## config.mk

```make
export PLATFORM = sky130hd
export DESIGN_NAME = hx711_capture_core
export DESIGN_NICKNAME = d
export VERILOG_FILES = /design/src/rtl/hx711_pkg.sv /design/src/rtl/hx711_shifter.sv /design/src/rtl/hx711_capture_core.sv
export SDC_FILE = /design/constraint.sdc
export NUM_CORES = 1
export LEC_CHECK = 0
export CAP_MARGIN = 20
export CORE_ASPECT_RATIO = 1.4
export CORE_UTILIZATION = 40
export CTS_BUF_LIST = sky130_fd_sc_hd__clkbuf_16
export CTS_CLUSTER_SIZE = 14
export DETAILED_ROUTE_END_ITERATION = 16
export HOLD_SLACK_MARGIN = 0.02
export PLACE_DENSITY = 0.61
export SLEW_MARGIN = 15
export SYNTH_ARGS = -nofsm -noshare
export SYNTH_HDL_FRONTEND = slang
export SYNTH_SLANG_ARGS = --single-unit
```

## constraint.sdc

```tcl
create_clock -name wb_clk_i -period 5.9 [get_ports wb_clk_i]
set_input_delay 1.475 -clock wb_clk_i [delete_from_list [all_inputs] [get_ports wb_clk_i]]
set_output_delay 1.475 -clock wb_clk_i [all_outputs]
set_load 0.05 [all_outputs]
```

## src/rtl/hx711_pkg.sv

```systemverilog
// Shared constants for the HX711 capture core: state encoding, status/irq bit indices.
package hx711_pkg;

  localparam int DATA_BITS = 24;

  localparam int STS_BUSY    = 0;
  localparam int STS_DONE    = 1;
  localparam int STS_TIMEOUT = 2;
  localparam int STS_READY   = 3;
  localparam int STS_CNT_LSB = 4;

  localparam int IRQ_DONE    = 0;
  localparam int IRQ_TIMEOUT = 1;
  localparam int IRQ_READY   = 2;

  typedef enum logic [2:0] {
    ST_IDLE     = 3'd0,
    ST_WAIT_RDY = 3'd1,
    ST_SHIFT    = 3'd2,
    ST_ACCUM    = 3'd3,
    ST_DONE     = 3'd4
  } state_e;

endpackage

```

## src/rtl/hx711_shifter.sv

```systemverilog
// One HX711 conversion: PD_SCK generation, 24-bit MSB-first capture, then the
// GAIN_PULSES extra pulses that select the gain/channel of the next conversion.
module hx711_shifter
  import hx711_pkg::*;
#(
  parameter int CLK_DIV     = 8,
  parameter int GAIN_PULSES = 1
) (
  input  logic                 clk_i,
  input  logic                 rst_i,
  input  logic                 start_i,
  input  logic                 abort_i,
  input  logic                 dsync_i,
  output logic                 sck_o,
  output logic                 done_o,
  output logic [DATA_BITS-1:0] data_o
);

  localparam int LAST_PULSE = DATA_BITS + GAIN_PULSES - 1;

  logic                 active_q, active_d;
  logic                 sck_q, sck_d;
  logic [7:0]           div_q, div_d;
  logic [4:0]           pulse_q, pulse_d;
  logic [DATA_BITS-1:0] data_q, data_d;
  logic                 phase_end;

  assign phase_end = (div_q == 8'(CLK_DIV - 1));

  // NOTE: every combinational output gets a default first, so no path can infer a latch.
  always_comb begin
    active_d = active_q;
    sck_d    = sck_q;
    div_d    = div_q;
    pulse_d  = pulse_q;
    data_d   = data_q;
    done_o   = 1'b0;
    if (abort_i) begin
      active_d = 1'b0;
      sck_d    = 1'b0;
      div_d    = '0;
      pulse_d  = '0;
    end else if (start_i) begin
      active_d = 1'b1;
      sck_d    = 1'b1;
      div_d    = '0;
      pulse_d  = '0;
    end else if (active_q) begin
      if (!phase_end) begin
        div_d = div_q + 8'd1;
      end else begin
        div_d = '0;
        if (sck_q) begin
          // Sample on the last high-phase cycle; gain pulses carry no data.
          sck_d = 1'b0;
          if (pulse_q < 5'(DATA_BITS)) data_d = {data_q[DATA_BITS-2:0], dsync_i};
        end else if (pulse_q == 5'(LAST_PULSE)) begin
          active_d = 1'b0;
          done_o   = 1'b1;
        end else begin
          pulse_d = pulse_q + 5'd1;
          sck_d   = 1'b1;
        end
      end
    end
  end

  // NOTE: state flops use non-blocking assignments so every register updates together on the edge.
  always_ff @(posedge clk_i or posedge rst_i) begin
    if (rst_i) begin
      active_q <= 1'b0;
      sck_q    <= 1'b0;
      div_q    <= '0;
      pulse_q  <= '0;
      data_q   <= '0;
    end else begin
      active_q <= active_d;
      sck_q    <= sck_d;
      div_q    <= div_d;
      pulse_q  <= pulse_d;
      data_q   <= data_d;
    end
  end

  assign sck_o  = sck_q;
  assign data_o = data_q;

endmodule

```

## src/rtl/hx711_capture_core.sv

```systemverilog
// HX711 load-cell capture: averages 2^AVG_LOG2 samples per start and raises status/irq.
// Optional HX711_CONTINUOUS_EN: keep re-running while ctrl_enable stays high.
module hx711_capture_core
  import hx711_pkg::*;
#(
  parameter int CLK_DIV     = 8,
  parameter int GAIN_PULSES = 1,
  parameter int AVG_LOG2    = 0,
  parameter int TIMEOUT_CYC = 1000000
) (
  input  logic        wb_clk_i,
  input  logic        wb_rst_i,
  input  logic        ctrl_enable,
  input  logic        ctrl_start,
  input  logic [2:0]  irq_en,
  input  logic        hx_dout_i,
  output logic        hx_sck_o,
  output logic [7:0]  core_status,
  output logic [23:0] result_o,
  output logic        result_valid_o,
  output logic        irq_o
);

  localparam int ACC_W = DATA_BITS + AVG_LOG2;
  localparam int CNT_W = 5;
  localparam int TO_W  = $clog2(TIMEOUT_CYC + 1);

  state_e                   state_q, state_d;
  logic [TO_W-1:0]          tcnt_q, tcnt_d;
  logic [CNT_W-1:0]         cnt_q, cnt_d;
  logic signed [ACC_W-1:0]  acc_q, acc_d;
  logic [DATA_BITS-1:0]     result_q, result_d;
  logic                     valid_q, valid_d;
  logic                     done_q, done_d;
  logic                     timeout_q, timeout_d;
  logic                     irq_q;
  logic                     rdy_meta_q, rdy_sync_q;
  logic                     dsync, abort, shift_start, shift_done;
  logic [DATA_BITS-1:0]     shift_data;
  logic signed [ACC_W-1:0]  sample_ext;

  // The synchroniser carries the inverted DOUT so its cleared state reads "not ready".
  assign dsync      = ~rdy_sync_q;
  assign abort      = (state_q != ST_IDLE) && !ctrl_enable;
  assign sample_ext = ACC_W'($signed(shift_data));

  hx711_shifter #(
    .CLK_DIV     (CLK_DIV),
    .GAIN_PULSES (GAIN_PULSES)
  ) u_shifter (
    .clk_i   (wb_clk_i),
    .rst_i   (wb_rst_i),
    .start_i (shift_start),
    .abort_i (abort),
    .dsync_i (dsync),
    .sck_o   (hx_sck_o),
    .done_o  (shift_done),
    .data_o  (shift_data)
  );

  always_comb begin
    state_d     = state_q;
    tcnt_d      = tcnt_q;
    cnt_d       = cnt_q;
    acc_d       = acc_q;
    result_d    = result_q;
    valid_d     = 1'b0;
    done_d      = done_q;
    timeout_d   = timeout_q;
    shift_start = 1'b0;
    if (abort) begin
      state_d = ST_IDLE;
      tcnt_d  = '0;
      cnt_d   = '0;
      acc_d   = '0;
    end else begin
      unique case (state_q)
        ST_IDLE: if (ctrl_start && ctrl_enable) begin
          done_d    = 1'b0;
          timeout_d = 1'b0;
          tcnt_d    = '0;
          cnt_d     = '0;
          acc_d     = '0;
          state_d   = ST_WAIT_RDY;
        end
        ST_WAIT_RDY: begin
          if (!dsync) begin
            tcnt_d      = '0;
            shift_start = 1'b1;
            state_d     = ST_SHIFT;
          end else if (tcnt_q == TO_W'(TIMEOUT_CYC - 1)) begin
            tcnt_d    = '0;
            timeout_d = 1'b1;
            state_d   = ST_IDLE;
          end else begin
            tcnt_d = tcnt_q + TO_W'(1);
          end
        end
        ST_SHIFT: if (shift_done) state_d = ST_ACCUM;
        ST_ACCUM: begin
          acc_d   = acc_q + sample_ext;
          cnt_d   = cnt_q + CNT_W'(1);
          state_d = (cnt_d == CNT_W'(1 << AVG_LOG2)) ? ST_DONE : ST_WAIT_RDY;
        end
        ST_DONE: begin
          result_d = DATA_BITS'(acc_q >>> AVG_LOG2);
          valid_d  = 1'b1;
          done_d   = 1'b1;
`ifdef HX711_CONTINUOUS_EN
          tcnt_d   = '0;
          cnt_d    = '0;
          acc_d    = '0;
          state_d  = ST_WAIT_RDY;
`else
          state_d  = ST_IDLE;
`endif
        end
        default: state_d = ST_IDLE;
      endcase
    end
  end

  always_ff @(posedge wb_clk_i or posedge wb_rst_i) begin
    if (wb_rst_i) begin
      state_q    <= ST_IDLE;
      tcnt_q     <= '0;
      cnt_q      <= '0;
      acc_q      <= '0;
      result_q   <= '0;
      valid_q    <= 1'b0;
      done_q     <= 1'b0;
      timeout_q  <= 1'b0;
      irq_q      <= 1'b0;
      rdy_meta_q <= 1'b0;
      rdy_sync_q <= 1'b0;
    end else begin
      state_q    <= state_d;
      tcnt_q     <= tcnt_d;
      cnt_q      <= cnt_d;
      acc_q      <= acc_d;
      result_q   <= result_d;
      valid_q    <= valid_d;
      done_q     <= done_d;
      timeout_q  <= timeout_d;
      irq_q      <= (irq_en[IRQ_DONE] & done_q) | (irq_en[IRQ_TIMEOUT] & timeout_q)
                  | (irq_en[IRQ_READY] & rdy_sync_q);
      rdy_meta_q <= ~hx_dout_i;
      rdy_sync_q <= rdy_meta_q;
    end
  end

  always_comb begin
    core_status                        = '0;
    core_status[STS_BUSY]              = (state_q != ST_IDLE);
    core_status[STS_DONE]              = done_q;
    core_status[STS_TIMEOUT]           = timeout_q;
    core_status[STS_READY]             = rdy_sync_q;
    core_status[STS_CNT_LSB +: 4]      = cnt_q[3:0];
  end

  assign result_o       = result_q;
  assign result_valid_o = valid_q;
  assign irq_o          = irq_q;

endmodule

```

==> qor_table.md, run 1 <==
| Item | This run | Unit |
|---|---|---|
| X dimension of the die | 108 | um |
| Number of design-rule violations left by the first detailed-router iteration | 156 | - |
| Hold buffers post-CTS | 0 | - |
| Overall routing resource usage | 18.1 | % |
| Clock transition at path regs | 60 | ps |
| Period utilisation layout | 64.2 | % |
| Final setup violation count | 0 | - |
| Status | finished clean | - |
| Starting density of the core | 41.3 | % |
| Count of warnings emitted by yosys | 0 | - |
| Post-CTS sizing | 0 | - |
| Final Non-Filler Cells | 849 | - |
| Area of the core | 15200 | um2 |
| Most common cell in the synthesized netlist | sky130_fd_sc_hd__dfrtp_1 | - |
| Post CTS Setup Buffer Count | 0 | - |
| Critical Path Start Type | flip-flop | - |
| Tightest Pin Transition | 1060 | ps |
| TritonCTS Sinks | 121 | - |
| Max_slew headroom | 29.4 | % |
| Critical R2R Launch | acc_q[0] | - |
| Area added between synthesis and finish | 18.0 | % |
| Critical path required time | 4430 | ps |
| First-pass GRT wire length | 22500 | um |
| Hold path startpoint | rdy_meta_q | - |
| Netlist cell types | 57 | - |
| Maximum fanout along the worst path | 11 | - |
| Number of I/O port buffers | 42 | - |
| CTS tree | done | - |
| Dpl hpwl | 9030 | um |
| Level count of the clock H-tree | 4 | - |
| Fraction of final layout cells sized beyond drive strength 1 | 14.0 | % |
| Total routed wirelength | 13200 | um |
| DRC Markers | 0 | - |
| Part of the Yosys area used for sequential elements | 48.3 | % |
| Number of max-cap violations | 0 | - |
| Final Net Count | 682 | - |
| Routed via count | 4545 | - |
| Number of I/O pins | 43 | - |
| Arrival time of the worst setup path | 2310 | ps |
| Area share of the largest cell type after synthesis | 48.3 | % |
| Cell Pwr Density | 279 | nW/um2 |
| Initial antenna violation count | 0 | - |
| DR vias/cell | 5.35 | - |
| Clock period minus final worst setup slack | 3790 | ps |
| Setup repair after global routing missed its margin | no | - |
| Post-synthesis instance area | 6270 | um2 |
| Mean post-synth cell area | 10.4 | um2 |
| Slew Limit Fails | 0 | - |
| Number of placed instances, taps included | 816 | - |
| Synth Instances | 602 | - |
| Maximum number of pins on one net before global-route repair | 62 | - |
| Routed WL per cell | 15.6 | um |
| Number of buffers inserted during clock tree synthesis | 17 | - |
| EDFF count, synth | 0 | - |
| Later-pin clock latency in the skew report | 420 | ps |
| Static leakage | 3.44 | nW |
| Worst vdd rail ir drop | 0.000194 | V |
| Buffer cell driving the clock tree root | sky130_fd_sc_hd__clkbuf_16 | - |
| Total number of placement rows | 53 | - |
| Antenna diodes | 0 | - |
| Total Die Area | 16200 | um2 |
| Post-DRT Antenna Nets | 0 | - |
| Final-layout fill cell count | 1389 | - |
| First element of the critical path | state_q[1] | - |
| Final Hold Fails | 0 | - |
| Hold WS | 350 | ps |
| Dominant cell type by area after synthesis | sky130_fd_sc_hd__dfrtp_1 | - |
| FFs w/ async S/R, synth | 100 | % |
| Category of the most critical setup path | flip-flop to output pin | - |
| Commonest cells in the synthesized netlist | 121 x sky130_fd_sc_hd__dfrtp_1, 65 x sky130_fd_sc_hd__nand2_1, 48 x sky130_fd_sc_hd__mux2_2 | - |
| Maximum buffer depth of the clock tree | 2 | - |
| Dominant cells by area after synthesis | sky130_fd_sc_hd__dfrtp_1 48%, sky130_fd_sc_hd__mux2_2 8.6%, sky130_fd_sc_hd__ha_1 5.8% | - |
| Syn Nets | 640 | - |
| FMAX | 0.264 | GHz |
| Total iterations of the first detailed-routing run | 4 | - |
| Die H | 150 | um |
| Total congestion overflow after global routing | 0 | - |
| Register bit total from synthesis | 121 | - |
| RD Place Congestion | 0.799 | - |
| Post-route setup TNS | 0 | ps |
| Critical path capture point type | output pin | - |
| Vias in the first global route | 4673 | - |
| Clock tree skew after final layout | 5.91 | ps |
| Commonest register cell after synthesis | sky130_fd_sc_hd__dfrtp_1 | - |
| Path category of the worst min-delay check | flip-flop to flip-flop | - |
-- flip-flops by register name (all words and copies together), names as in the netlist --
name                count
state_q                 3
done_q                  1
u_shifter.sck_o         1
u_shifter.data_o       24
u_shifter.active_q      1
u_shifter.pulse_q       5
irq_o                   1
cnt_q                   5
result_valid_o          1
acc_q                  24
tcnt_q                 20
timeout_q               1
u_shifter.div_q         8
rdy_meta_q              1
rdy_sync_q              1
result_o               24
-- kinds of logic (layout without fill, tap and decap cells) --
| group | after synthesis | in the layout | share of synthesized area (%) |
|---|---|---|---|
| AO/OA/AOI/OAI | 123 | 123 | 12.5 |
| XOR/XNOR | 39 | 39 | 5.45 |
| adder cells (fa/ha/maj) | 30 | 30 | 6.10 |
| buffers and inverters | 49 | 104 | 3.55 |
| flip-flops | 121 | 121 | 48.3 |
| multiplexers | 53 | 53 | 9.62 |
| AND/OR/NAND/NOR | 187 | 187 | 14.5 |
-- critical path: stages, from the launching register on --
cell,delay [ps]
sky130_fd_sc_hd__dfrtp_1,490
sky130_fd_sc_hd__nor3_1,550
sky130_fd_sc_hd__inv_1,120
sky130_fd_sc_hd__clkdlybuf4s50_1,730
-- placed cells by master, fill, tap and decap left out, types with 6 or more instances in the layout --
cell and count:
sky130_fd_sc_hd__mux2_2 48, sky130_fd_sc_hd__nand2b_1 7, sky130_fd_sc_hd__o21ai_0 43, sky130_fd_sc_hd__nand4_1 10, sky130_fd_sc_hd__a31oi_1 8, sky130_fd_sc_hd__a21o_1 6
sky130_fd_sc_hd__buf_4 7, sky130_fd_sc_hd__and3_1 9, sky130_fd_sc_hd__inv_1 25, sky130_fd_sc_hd__nand2_1 65, sky130_fd_sc_hd__dfrtp_1 121, sky130_fd_sc_hd__nor3_1 8
sky130_fd_sc_hd__clkbuf_16 17, sky130_fd_sc_hd__nand3_1 13, sky130_fd_sc_hd__nor2_1 44, sky130_fd_sc_hd__ha_1 29, sky130_fd_sc_hd__a21oi_1 25, sky130_fd_sc_hd__or3_1 6
sky130_fd_sc_hd__clkdlybuf4s50_1 42, sky130_fd_sc_hd__xor2_1 26, sky130_fd_sc_hd__xnor2_1 13
-- cell type report --
type / instances / area (um2) / area share [%]
inverter: 23 / 88.8 / 1.20
sequential: 121 / 3030 / 40.9
clock inverter: 15 / 119 / 1.61
tap: 192 / 240 / 3.25
timing repair buffer: 49 / 473 / 6.39
multi-input combinational: 432 / 3020 / 40.9
clock buffer: 17 / 425 / 5.75
-- path summary, 6_finish.rpt --
| path | end | slack, ps | cells past startpoint |
|---|---|---|---|
| max | core_status[0] | 2110 | 3 |
| min | rdy_sync_q | 350 | 0 |
| max reg2reg | acc_q[22] | 3030 | 11 |
| min reg2reg | rdy_sync_q | 350 | 0 |
| max in group asynchronous | acc_q[18] | 3400 | 3 |
| min in group asynchronous | tcnt_q[7] | 1390 | 2 |
-- through the flow --
stage / utilization [%] / power [W] / area [um2] / setup slack, ps
2_1_floorplan: - / 0.00105 / 6270 / 1210
3_3_place_gp: 45.1 / 0.00111 / 6850 / 1770
3_5_place_dp: 45.1 / 0.00112 / 6850 / 1700
4_1_cts: 48.7 / 0.00209 / 7390 / 2090
5_1_grt: 48.7 / 0.00216 / 7400 / 1940
6_report: 48.7 / 0.00206 / 7400 / 2110
-- per-layer routing --
metal,global-route usage (%),wire [um]
met5,0,0
met4,7.95,255
met3,3.94,375
met2,31.0,6700
met1,21.6,5880
-- report_power, final --
part,total (W),internal [W],switching [W]
combinational,0.000213,0.0000709,0.000142
sequential,0.000889,0.000855,0.0000340
clock,0.000962,0.000604,0.000357
total,0.00206,0.00153,0.000534
No activity file was read; power rests on OpenSTA's default activity.
==> inputs of run 2 (changes only) <==
==> constraint.sdc (replaced) <==
create_clock -name wb_clk_i -period 3.6 [get_ports wb_clk_i]
set_input_delay 0.9 -clock wb_clk_i [delete_from_list [all_inputs] [get_ports wb_clk_i]]
set_output_delay 0.9 -clock wb_clk_i [all_outputs]
set_load 0.05 [all_outputs]
==> run 2 against run 1 <==
Effect of this change: critical path depth increased by 8; combinational power increased by 68%; die area unchanged; design area increased by 2.0%; first-iteration DRC count decreased by 2.6%; sequential share of layout area decreased by 0.79 points; largest cell class unchanged; highest routed layer unchanged.
==> qor_table.md, run 2 (same netlist as run 1, synthesis figures left out) <==
| Item | This run | Unit |
|---|---|---|
| First-pass GRT wire length | 22500 | um |
| Final Net Count | 686 | - |
| CTS tree | done | - |
| FMAX | 0.346 | GHz |
| Met3 layer usage reported by global route | 5.06 | % |
| Max_slew headroom | 63.8 | % |
| Post-route setup TNS | 0 | ps |
| GR Layer Usage met2 | 31.2 | % |
| Number of I/O pins | 43 | - |
| Number of max-cap violations | 0 | - |
| Hold buffers post-CTS | 0 | - |
| X dimension of the die | 108 | um |
| Antenna diodes | 0 | - |
| Maximum number of pins on one net before global-route repair | 81 | - |
| DRC Markers | 0 | - |
| Hold WS | 348 | ps |
| Fraction of final layout cells sized beyond drive strength 1 | 15.1 | % |
| Clock period minus final worst setup slack | 2890 | ps |
| Buffer cell driving the clock tree root | sky130_fd_sc_hd__clkbuf_16 | - |
| Level count of the clock H-tree | 4 | - |
| Area of the core | 15200 | um2 |
| Period utilisation layout | 80.2 | % |
| Routed WL per cell | 15.2 | um |
| Global-route met1 utilization | 21.1 | % |
| Starting density of the core | 41.3 | % |
| Number of I/O port buffers | 42 | - |
| Setup repair after global routing missed its margin | no | - |
| Tightest Pin Transition | 542 | ps |
| Total Die Area | 16200 | um2 |
| TritonCTS Sinks | 121 | - |
| Routing layer with the top usage in global route | met2 | - |
| Maximum fanout along the worst path | 4 | - |
| Later-pin clock latency in the skew report | 430 | ps |
| Category of the most critical setup path | flip-flop to flip-flop | - |
| Most common cell after layout, fill and taps aside | sky130_fd_sc_hd__dfrtp_1 | - |
| Number of design-rule violations left by the first detailed-router iteration | 152 | - |
| Critical Path Start Type | flip-flop | - |
| Worst vdd rail ir drop | 0.000286 | V |
| Final setup violation count | 0 | - |
| Post CTS Setup Buffer Count | 0 | - |
| Cell Pwr Density | 484 | nW/um2 |
| Maximum buffer depth of the clock tree | 2 | - |
| Total iterations of the first detailed-routing run | 4 | - |
| Routed via count | 4553 | - |
| Total routed wirelength | 13000 | um |
| DR vias/cell | 5.34 | - |
| Slew Limit Fails | 0 | - |
| Clock transition at path regs | 60 | ps |
| Cell depth of the worst min-delay path | 0 | - |
| Overall routing resource usage | 18.1 | % |
| Post-CTS sizing | 0 | - |
| Critical path capture point type | flip-flop | - |
| Final Hold Fails | 0 | - |
| Initial antenna violation count | 0 | - |
| Static leakage | 3.49 | nW |
| Path category of the worst min-delay check | flip-flop to flip-flop | - |
| Final-layout fill cell count | 1399 | - |
| Highest-count cells in the layout ignoring fill and taps | 121 x sky130_fd_sc_hd__dfrtp_1, 65 x sky130_fd_sc_hd__nand2_1, 48 x sky130_fd_sc_hd__mux2_2 | - |
| Total number of placement rows | 53 | - |
| Placed Instance Area | 6910 | um2 |
| RD Place Congestion | 0.829 | - |
| Area added between synthesis and finish | 20.3 | % |
| Final Non-Filler Cells | 853 | - |
| Dpl hpwl | 8740 | um |
| Number of placed instances, taps included | 821 | - |
| Post-DRT Antenna Nets | 0 | - |
| Clock tree skew after final layout | 9.10 | ps |
| Post-route standard cell area excluding fillers | 7540 | um2 |
| Vias in the first global route | 4694 | - |
| Worst R2R Path Depth | 11 | - |
| Total congestion overflow after global routing | 0 | - |
| Critical path required time | 3930 | ps |
| Number of buffers inserted during clock tree synthesis | 17 | - |
| Arrival time of the worst setup path | 3220 | ps |
| Die H | 150 | um |
| Status | finished clean | - |
run 2: metal layers:
metal  routed length (um)  vias to the layer above
met5                    0                        -
met4                  219                        0
met3                  460                       19
met2                 6700                       78
met1                 5630                     2226
li1                     -                     2230
run 2: metrics by stage:
step | total power (W) | util [%] | worst slack, ps
floorplan | 0.00173 | - | 1190
finish | 0.00365 | 49.7 | 713
CTS | 0.00370 | 49.7 | 712
detailed placement | 0.00184 | 45.5 | 475
global placement | 0.00183 | 45.5 | 546
global route | 0.00379 | 49.7 | 491
run 2: report_power, final:
group	total [W]	internal [W]	switching (W)
Sequential	0.00146	0.00140	0.0000551
Clock	0.00184	0.00121	0.000623
Combinational	0.000358	0.000126	0.000232
Total	0.00365	0.00274	0.000910
run 2: worst paths after layout:
| path | slack (ps) | startpoint | to |
|---|---|---|---|
| max in group asynchronous | 2250 | wb_rst_i | u_shifter.data_o[16] |
| max reg2reg | 710 | acc_q[0] | acc_q[18] |
| min reg2reg | 350 | rdy_meta_q | rdy_sync_q |
| max | 710 | acc_q[0] | acc_q[18] |
| min | 350 | rdy_meta_q | rdy_sync_q |
| min in group asynchronous | 920 | wb_rst_i | result_o[2] |
run 2: layout make-up:
| type | instances | area (um2) | share of cell area [%] |
|---|---|---|---|
| tap | 192 | 240 | 3.18 |
| multi-input combinational | 432 | 3020 | 40.1 |
| timing repair buffer | 53 | 528 | 7.00 |
| clock inverter | 15 | 208 | 2.75 |
| clock buffer | 17 | 425 | 5.64 |
| sequential | 121 | 3030 | 40.1 |
| inverter | 23 | 90.1 | 1.19 |
run 2: critical path: stages, from the launching register on:
cell and delay (ps):
sky130_fd_sc_hd__dfrtp_1 380, sky130_fd_sc_hd__ha_1 230, sky130_fd_sc_hd__inv_1 70, sky130_fd_sc_hd__fa_1 400
sky130_fd_sc_hd__nor2b_1 190, sky130_fd_sc_hd__o31ai_2 100, sky130_fd_sc_hd__a21boi_1 360, sky130_fd_sc_hd__a32oi_2 140
sky130_fd_sc_hd__a311oi_2 430, sky130_fd_sc_hd__a31oi_1 160, sky130_fd_sc_hd__xor2_1 160, sky130_fd_sc_hd__o21ai_0 170
==> inputs of run 3 (changes only) <==
--- a/config.mk
+++ b/config.mk
@@ -12,7 +12,7 @@
 export CTS_CLUSTER_SIZE = 14
 export DETAILED_ROUTE_END_ITERATION = 16
 export HOLD_SLACK_MARGIN = 0.02
-export PLACE_DENSITY = 0.61
+export PLACE_DENSITY = 0.63
 export SLEW_MARGIN = 15
 export SYNTH_ARGS = -nofsm -noshare
 export SYNTH_HDL_FRONTEND = slang
==> constraint.sdc (replaced) <==
create_clock -name wb_clk_i -period 2.4 [get_ports wb_clk_i]
set_input_delay 0.6 -clock wb_clk_i [delete_from_list [all_inputs] [get_ports wb_clk_i]]
set_output_delay 0.6 -clock wb_clk_i [all_outputs]
set_load 0.05 [all_outputs]
==> run 3 against run 2 <==
Effect of this change: the flow now finishes with violations (negative setup slack); clock skew increased by 7.2 ps; worst hold slack lost 0.52 ps; global-route usage is 1.0 points higher; clock power up 14%; setup slack got worse by 740 ps; final cell count rose by 7.7%; critical path type unchanged.
==> qor_table.md, run 3 (same netlist as run 1, synthesis figures left out) <==
| Item | This run | Unit |
|---|---|---|
| Routing layer with the top usage in global route | met2 | - |
| Reg2Reg Setup Slack | -20 | ps |
| Overall routing resource usage | 19.1 | % |
| Total routed wirelength | 14100 | um |
| RR Endpoint | acc_q[18] | - |
| Maximum fanout along the worst path | 4 | - |
| Final-layout fill cell count | 1293 | - |
| Post-DRT Antenna Nets | 0 | - |
| Final Hold Fails | 0 | - |
| Category of the most critical setup path | flip-flop to flip-flop | - |
| Initial antenna violation count | 0 | - |
| Worst setup path endpoint | acc_q[18] | - |
| Total Die Area | 16200 | um2 |
| Clock period minus final worst setup slack | 2420 | ps |
| Longest individual stage delay on the worst path | 360 | ps |
| Met3 layer usage reported by global route | 4.94 | % |
| Status | finished with violations | - |
| Worst R2R Path Depth | 12 | - |
| CTS tree | done | - |
| FMAX | 0.413 | GHz |
| TritonCTS Sinks | 121 | - |
| Clock tree skew after final layout | 16.3 | ps |
| Number of max-cap violations | 0 | - |
| Highest-delay cell along the critical path | sky130_fd_sc_hd__fa_2 | - |
| Cell Pwr Density | 603 | nW/um2 |
| Total iterations of the first detailed-routing run | 4 | - |
| Clock transition at path regs | 50 | ps |
| Max_slew headroom | 61.9 | % |
| Arrival time of the worst setup path | 2760 | ps |
| Dpl hpwl | 9870 | um |
| Violations in the final reports | negative setup slack | - |
| Tightest Pin Transition | 571 | ps |
| Critical Path Start Type | flip-flop | - |
| Total congestion overflow after global routing | 0 | - |
| Most common cell after layout, fill and taps aside | sky130_fd_sc_hd__dfrtp_1 | - |
| Starting density of the core | 41.3 | % |
| Static leakage | 3.81 | nW |
| Critical path required time | 2740 | ps |
| Number of I/O port buffers | 42 | - |
| Buffer cell driving the clock tree root | sky130_fd_sc_hd__clkbuf_16 | - |
| RD Place Congestion | 0.868 | - |
| Setup repair after global routing missed its margin | yes | - |
| Vias in the first global route | 5089 | - |
| Worst vdd rail ir drop | 0.000382 | V |
| Highest-count cells in the layout ignoring fill and taps | 121 x sky130_fd_sc_hd__dfrtp_1, 76 x sky130_fd_sc_hd__buf_4, 65 x sky130_fd_sc_hd__nand2_1 | - |
| Fraction of final layout cells sized beyond drive strength 1 | 25.3 | % |
| Maximum buffer depth of the clock tree | 2 | - |
| Period utilisation layout | 101 | % |
| DR vias/cell | 5.27 | - |
| First-pass GRT wire length | 23900 | um |
| Final setup violation count | 2 | - |
| GR Layer Usage met2 | 33.5 | % |
| Global-route met1 utilization | 22.0 | % |
| Antenna diodes | 0 | - |
| Area of the core | 15200 | um2 |
| Critical R2R Launch | acc_q[0] | - |
| Sequence of cells on the critical path | ha_2 -> inv_2 -> fa_2 -> nor2b_4 -> o31ai_4 -> a21boi_2 -> a32oi_2 -> a311oi_2 -> buf_4 -> a31oi_1 -> xor2_1 -> o21ai_1 | - |
| Routed via count | 4845 | - |
| Level count of the clock H-tree | 4 | - |
| Die H | 150 | um |
| Later-pin clock latency in the skew report | 420 | ps |
| Slew Limit Fails | 0 | - |
| Routed WL per cell | 15.3 | um |
| X dimension of the die | 108 | um |
| Post-route setup TNS | -45.4 | ps |
| DRC Markers | 0 | - |
| Post-layout worst setup margin | -22.7 | ps |
| Hold WS | 347 | ps |
| Path category of the worst min-delay check | flip-flop to flip-flop | - |
| Final core utilization | 53.3 | % |
| Pre-CTS setup slack | -153 | ps |
| Final Net Count | 756 | - |
| Area added between synthesis and finish | 29.1 | % |
| Number of design-rule violations left by the first detailed-router iteration | 196 | - |
| Cell depth of the worst min-delay path | 0 | - |
| Critical path capture point type | flip-flop | - |
| Number of buffers inserted during clock tree synthesis | 17 | - |
| Hold buffers post-CTS | 0 | - |
| Total number of placement rows | 53 | - |
| Maximum number of pins on one net before global-route repair | 41 | - |
| First element of the critical path | acc_q[0] | - |
| Number of I/O pins | 43 | - |
run 3: changes by cell type in the layout (fill, tap and decap cells not counted), moves of 3 or more:
cell / before / now
sky130_fd_sc_hd__ha_4: 0 / 4
sky130_fd_sc_hd__buf_12: 2 / 7
sky130_fd_sc_hd__clkinvlp_4: 4 / 1
sky130_fd_sc_hd__clkdlybuf4s50_1: 42 / 39
sky130_fd_sc_hd__a211oi_2: 0 / 4
sky130_fd_sc_hd__o21ai_0: 43 / 39
sky130_fd_sc_hd__ha_1: 29 / 23
sky130_fd_sc_hd__a21boi_2: 0 / 3
sky130_fd_sc_hd__bufinv_16: 5 / 0
sky130_fd_sc_hd__a211oi_1: 5 / 1
sky130_fd_sc_hd__buf_4: 9 / 76
sky130_fd_sc_hd__clkinv_1: 2 / 6
run 3: layer usage:
metal | vias to the layer above | routed length (um) | part of all wire (%)
met1 | 2391 | 6040 | 43
met2 | 77 | 7430 | 53
met5 | - | 0 | 0
met4 | 0 | 233 | 1.7
met3 | 20 | 391 | 2.8
li1 | 2357 | - | -
run 3: worst max-delay path, delay by kind of cell, from the launching register on:
family / cells / cell delay, ps
AO/OA/AOI/OAI: 6 / 880
adder cells (fa/ha/maj): 2 / 560
flip-flops: 1 / 350
buffers and inverters: 2 / 220
XOR/XNOR: 1 / 170
AND/OR/NAND/NOR: 1 / 150
run 3: worst min-delay path by stage:
stage,start,to,slack (ps)
after floorplan,rdy_meta_q,rdy_sync_q,330
after global placement,rdy_meta_q,rdy_sync_q,340
after CTS,rdy_meta_q,rdy_sync_q,350
final,rdy_meta_q,rdy_sync_q,350
after detailed placement,rdy_meta_q,rdy_sync_q,340
after global routing,rdy_meta_q,rdy_sync_q,350
run 3: layout make-up:
| class | count | area (um2) | area share [%] |
|---|---|---|---|
| Clock buffer | 17 | 425 | 5.25 |
| Tap cell | 192 | 240 | 2.97 |
| Inverter | 23 | 90.1 | 1.11 |
| Sequential cell | 121 | 3030 | 37.4 |
| Timing Repair Buffer | 123 | 1110 | 13.8 |
| Clock inverter | 11 | 45.0 | 0.556 |
| Multi-Input combinational cell | 432 | 3150 | 39.0 |
run 3: per-stage QoR:
step                instances  area (um2)  total power, W
floorplan                 602        6290         0.00259
global placement          883        7450         0.00281
detailed placement        883        7450         0.00283
CTS                       914        7990         0.00496
global route              919        8100         0.00511
finish                    919        8100         0.00488
run 3: timing repair:
item	4_1_cts	5_1_grt
hold endpoints to repair	0	0
pin swaps	12	8
endpoints found under the setup margin	8	10
setup buffers	3	5
gates resized for setup	11	17
run 3: power by group:
part | leakage, nW | switching, W | internal (W) | total [W]
registers | 1.67 | 0.0000716 | 0.00210 | 0.00217
logic | 1.90 | 0.000377 | 0.000245 | 0.000623
clock network | 0.241 | 0.000837 | 0.00125 | 0.00209
